`src/rtl/reg_writeback_arbiter.sv`:
```
// Write-port master for the GPR file: merges single-cycle ALU results with
// FIFO-buffered load results and drives the registered write port.
module reg_writeback_arbiter #(
    parameter int REG_FILE_BITS = 5,
    parameter int REG_SIZE      = 64,
    parameter int FIFO_DEPTH    = 4,
    parameter int STARVE_LIMIT  = 3
) (
    input  logic                          clk,
    input  logic                          rst_n,
    input  logic                          alu_valid,
    output logic                          alu_ready,
    input  logic [REG_FILE_BITS-1:0]      alu_rd,
    input  logic [REG_SIZE-1:0]           alu_data,
    input  logic                          mem_valid,
    output logic                          mem_ready,
    input  logic [REG_FILE_BITS-1:0]      mem_rd,
    input  logic [REG_SIZE-1:0]           mem_data,
    output logic                          we,
    output logic [REG_FILE_BITS-1:0]      write_num,
    output logic [REG_SIZE-1:0]           to_write_data,
    output logic [(1<<REG_FILE_BITS)-1:0] pending_mask
);

    localparam int PW = $clog2(FIFO_DEPTH);
    localparam int CW = PW + 1;
    localparam int SW = $clog2(STARVE_LIMIT + 1);

    typedef enum logic {NORMAL, DRAIN} state_t;

    state_t                    state_q, state_d;
    logic [PW-1:0]             head_q, head_d;
    logic [PW-1:0]             tail_q, tail_d;
    logic [CW-1:0]             count_q, count_d;
    logic [SW-1:0]             starve_q, starve_d;
    logic                      we_q, we_d;
    logic [REG_FILE_BITS-1:0]  num_q, num_d;
    logic [REG_SIZE-1:0]       wdata_q, wdata_d;
    logic [REG_FILE_BITS-1:0]  fifo_rd_q   [FIFO_DEPTH];
    logic [REG_SIZE-1:0]       fifo_data_q [FIFO_DEPTH];

    logic                      full, empty, enq, deq, sel_valid;
    logic [REG_FILE_BITS-1:0]  sel_rd;
    logic [REG_SIZE-1:0]       sel_data;

    assign full      = (count_q == CW'(FIFO_DEPTH));
    assign empty     = (count_q == '0);
    assign mem_ready = !full;
    assign alu_ready = (state_q != DRAIN);
    assign enq       = mem_valid && !full;

    always_comb begin
        state_d   = state_q;
        starve_d  = starve_q;
        deq       = 1'b0;
        sel_valid = 1'b0;
        sel_rd    = alu_rd;
        sel_data  = alu_data;
        unique case (state_q)
            DRAIN: begin
                deq      = 1'b1;
                starve_d = '0;
                state_d  = NORMAL;
            end
            NORMAL: begin
                if (alu_valid) begin
                    sel_valid = 1'b1;
                    if (!empty) begin
                        starve_d = starve_q + SW'(1);
                        if (starve_d == SW'(STARVE_LIMIT)) state_d = DRAIN;
                    end
                end else if (!empty) begin
                    deq      = 1'b1;
                    starve_d = '0;
                end
            end
        endcase
        if (deq) begin
            sel_valid = 1'b1;
            sel_rd    = fifo_rd_q[head_q];
            sel_data  = fifo_data_q[head_q];
        end
    end

    always_comb begin
        // x0 entries are consumed but never written
        we_d    = sel_valid && (sel_rd != '0);
        num_d   = sel_valid ? sel_rd : num_q;
        wdata_d = sel_valid ? sel_data : wdata_q;
        head_d  = deq ? head_q + PW'(1) : head_q;
        tail_d  = enq ? tail_q + PW'(1) : tail_q;
        count_d = count_q + CW'(enq) - CW'(deq);
    end

    always_comb begin
        pending_mask = '0;
        for (int i = 0; i < FIFO_DEPTH; i++) begin
            if (CW'(i) < count_q) pending_mask[fifo_rd_q[head_q + PW'(i)]] = 1'b1;
        end
        pending_mask[0] = 1'b0;
    end

    always_ff @(posedge clk or negedge rst_n) begin
        if (!rst_n) begin
            state_q  <= NORMAL;
            head_q   <= '0;
            tail_q   <= '0;
            count_q  <= '0;
            starve_q <= '0;
            we_q     <= 1'b0;
            num_q    <= '0;
            wdata_q  <= '0;
            for (int i = 0; i < FIFO_DEPTH; i++) begin
                fifo_rd_q[i]   <= '0;
                fifo_data_q[i] <= '0;
            end
        end else begin
            state_q  <= state_d;
            head_q   <= head_d;
            tail_q   <= tail_d;
            count_q  <= count_d;
            starve_q <= starve_d;
            we_q     <= we_d;
            num_q    <= num_d;
            wdata_q  <= wdata_d;
            if (enq) begin
                fifo_rd_q[tail_q]   <= mem_rd;
                fifo_data_q[tail_q] <= mem_data;
            end
        end
    end

    assign we            = we_q;
    assign write_num     = num_q;
    assign to_write_data = wdata_q;

endmodule
```
`config.mk`:
```
export PLATFORM = sky130hd
export DESIGN_NAME = reg_writeback_arbiter
export DESIGN_NICKNAME = d
export VERILOG_FILES = /design/src/rtl/reg_writeback_arbiter.sv
export SDC_FILE = /design/constraint.sdc
export NUM_CORES = 1
export LEC_CHECK = 0
export ABC_CLOCK_PERIOD_IN_PS = 7100
export CAP_MARGIN = 20
export CORE_MARGIN = 5
export CORE_UTILIZATION = 40
export DETAILED_ROUTE_END_ITERATION = 7
export GPL_TIMING_DRIVEN = 0
export PLACE_DENSITY = 0.71
export SETUP_SLACK_MARGIN = 0.05
export SYNTH_ARGS = -nofsm -noshare
export SYNTH_HDL_FRONTEND = slang
export SYNTH_SLANG_ARGS = --single-unit
```
`constraint.sdc`:
```
create_clock -name clk -period 7.1 [get_ports clk]
set_input_delay 1.065 -clock clk [delete_from_list [all_inputs] [get_ports clk]]
set_output_delay 1.065 -clock clk [all_outputs]
set_load 0.03 [all_outputs]
```
==> summary.txt <==
Floorplanning
  – Die height: 217 µm
  – Die area: 47200 µm²
  – Core ar.: 42800 µm²
  – Num ports: 246
  – Initial Utilization: 40.2%
  – Cell Rows: 76
  – Die width: 217 µm

Timing
  – # setup viols final: 0
  – Hold slack: 0.499 ns
  – Fmax: 0.212 GHz
  – Crit path time final: 4.71 ns
  – Fin. Hold Viols: 0
  – Skew final: 0.00725 ns
  – RSZ-0062 raised after global routing: false
  – Final worst setup slack: 2.39 ns
  – Slew @ Worst Pin: 0.989 ns
  – Ratio of final minimum period to clock period: 66.3%
  – Pins over their slew limit: 0
  – Slew Limit Headroom: 33.6%

Clock tree
  – Total CTS buffers: 40
  – Clock Sinks: 356
  – Postcts setup bufs: 0
  – Post_cts resized: 0
  – Clk root buf: clkbuf_16
  – CTS tree: yes
  – Later-pin clock latency in the skew report: 0.52 ns
  – Clock Path Buffers: 3
  – Worst-path clk slew: 0.06 ns
  – CTS Hold Bufs: 0
  – H-Tree Level Count: 2

GRT
  – Vias in the first global route: 13100
  – Initial antenna violation count: 4
  – Remaining Overflow, GRT: 0
  – Largest net degree at the start of global routing: 120
  – GR Util All Layers: 21.2%
  – First-pass GRT wire length: 78100 µm

Drt
  – DRC: 0
  – Vias post-DR: 12000
  – DR vias/cell: 5.65
  – Initial DRC count: 834
  – Avg WL per Cell: 23.7 µm
  – Drt pass-1 iters: 5
  – Final ANT Viol Nets: 0
  – Post-Route WL: 50400 µm

Setup path
  – Reg2reg setup slack: 3.84 ns
  – CP top delay family: buffers and inverters
  – CP Cell Sequence: inv_1 > ha_1 > nand2b_1 > and2_1 > clkbuf_1 > nor2b_1 > a22oi_1 > nand2_1 > clkdlybuf4s50_1
  – CP Buf/Inv Count: 3
  – Reg2reg path depth: 8
  – WP data arrival: 3.64 ns
  – R2r endpoint: count_q[2]
  – Critical R2R Launch: count_q[2]
  – CP Class: reg2out
  – Crit end category: primary output
  – Crit start category: flip-flop
  – WP data required: 6.03 ns
  – Max Fanout on Critical Path: 8
  – Max incr delay on CP: 0.67 ns
  – Slowest cell on crit path: clkdlybuf4s50_1

Logic synthesis
  – Cell Area, Synth: 17200 µm²
  – XOR/XNOR share of the synthesized area: 0.204%
  – Share of the synthesized area in the top cell type: 51.8%
  – Synthesized area per cell: 13.6 µm²
  – Synth top area cells: dfrtp_1 (52%), mux2_2 (18%), mux4_2 (11%)
  – Ys flop type: dfrtp_1
  – Synth Area in Simple Gates: 5.62%
  – Synth Area in Compound Gates: 7.62%
  – Distinct cells, synth: 51
  – Post-Synth Adder-Cell Area: 0.771%
  – Multiplexer share of the synthesized area: 31.1%
  – Syn. warnings: 0
  – Largest family of logic cells by synthesized area: multiplexers
  – Post-synth EDFFs: 0
  – Seq/Total Area, Yosys: 51.8%
  – Yosys reg bits: 356
  – Syn Inst Count: 1263
  – Mapped Nets: 1415
  – Area leader, netlist: dfrtp_1
  – Ys async rst share: 100%

Placement
  – Inst Count DP: 2055
  – Final weighted congestion in routability-driven placement: 0.929
  – Post-DP Area: 20400 µm²
  – IO Port Bufs: 243
  – Dpl hpwl: 36500 µm
  – DP Worst Slack: 2.98 ns

Pwr
  – Peak supply drop: 0.245 mV
  – Leak: 9.00 nW
  – Reg power frac: 30.3%
  – Combinational fraction of design power: 52.5%
  – Clock network fraction of design power: 17.2%
  – Sw frac: 39.6%
  – Int Power: 0.00725 W
  – P_sw: 0.00476 W
  – PwrDens: 552 nW/µm²

Layout
  – Commonest non-fill, non-tap cell in the layout: dfrtp_1
  – Fin nets: 1703
  – Final instance area: 21700 µm²
  – Commonest non-fill, non-tap cells in the layout: dfrtp_1 (356), mux2_2 (282), clkdlybuf4s50_1 (242)
  – Final cell count without fillers: 2128
  – Share of cells above drive strength 1: 31.4%
  – Fillers: 3662
  – Util after Layout: 50.8%
  – Synth-to-Final Area Change: 26.4%

Status
  – Status: finished, final reports clean

Flow run
  – Max-Cap Viols: 0

Worst hold path
  – Worst hold-check path type: in2async
## per-layer routing
layer | global-route usage (%) | wire length [µm]
met5 | 0 | 57
met4 | 6.83 | 1700
met3 | 5.04 | 3460
met2 | 35.4 | 24300
met1 | 27.6 | 20900
## area by class of cell
class / count / area [µm²] / area share (%)
tap: 546 / 683 / 3.14
clock inverter: 12 / 126 / 0.581
inverter: 12 / 45.0 / 0.207
multi-input combinational: 807 / 7790 / 35.9
clock buffer: 60 / 1210 / 5.56
sequential: 356 / 8910 / 41.0
buffer: 88 / 447 / 2.06
timing repair buffer: 246 / 2520 / 11.6
antenna: 1 / 2.50 / 0.0115
## worst max-delay path by stage
| stage | slack [ns] | endpoint | start | cells past startpoint |
|---|---|---|---|---|
| 5_1_grt | 2.25 | pending_mask[15] | count_q[2] | 9 |
| 6_report | 2.39 | pending_mask[15] | count_q[2] | 9 |
| 3_3_place_gp | -10.14 | fifo_data_q[131] | rst_n | 1 |
| 3_5_place_dp | 2.98 | pending_mask[15] | count_q[2] | 9 |
| 2_1_floorplan | 3.98 | pending_mask[10] | head_q[0] | 7 |
| 4_1_cts | 2.42 | pending_mask[15] | count_q[2] | 9 |
## cells in the mapped netlist (all sizes together), types with 2 or more instances
cell	count
a21oi	32
a221o	5
a22oi	103
a32oi	8
and2	13
and3	4
buf	58
clkbuf	30
dfrtp	356
ha	9
inv	12
mux2	282
mux2i	32
mux4	82
nand2	54
nand2b	6
nand3	28
nand3b	2
nand4	2
nor2	60
nor2b	13
nor3	5
nor3b	6
o21ai	42
o22ai	2
or2	2
or3	2
xnor2	3
## power groups by stage
stage	combinational [W]	sequential (W)	clock [W]
6_report	0.00630	0.00364	0.00207
5_1_grt	0.00675	0.00377	0.00220
4_1_cts	0.00634	0.00364	0.00211
3_5_place_dp	0.00632	0.00366	0
3_3_place_gp	0.00621	0.00361	0
2_1_floorplan	0.00389	0.00389	0
## per-stage QoR
step	setup TNS (ns)	power, W
CTS	0	0.0121
detailed placement	0	0.00998
finish	0	0.0120
floorplan	0	0.00777
global placement	-3588.16	0.00982
global route	0	0.0127
## registers in the layout (all words and copies together), names as in the netlist
signal	flops
tail_q	2
starve_q	2
head_q	2
fifo_rd_q	20
write_num	5
count_q	3
to_write_data	64
state_q	1
we	1
fifo_data_q	256
## logic make-up after synthesis
group	after synthesis
multiplexers	396
flip-flops	356
AND/OR/NAND/NOR	200
AO/OA/AOI/OAI	196
buffers and inverters	100
adder cells (fa/ha/maj)	10
XOR/XNOR	4
other	1
No activity file was read; power rests on OpenSTA's default activity.
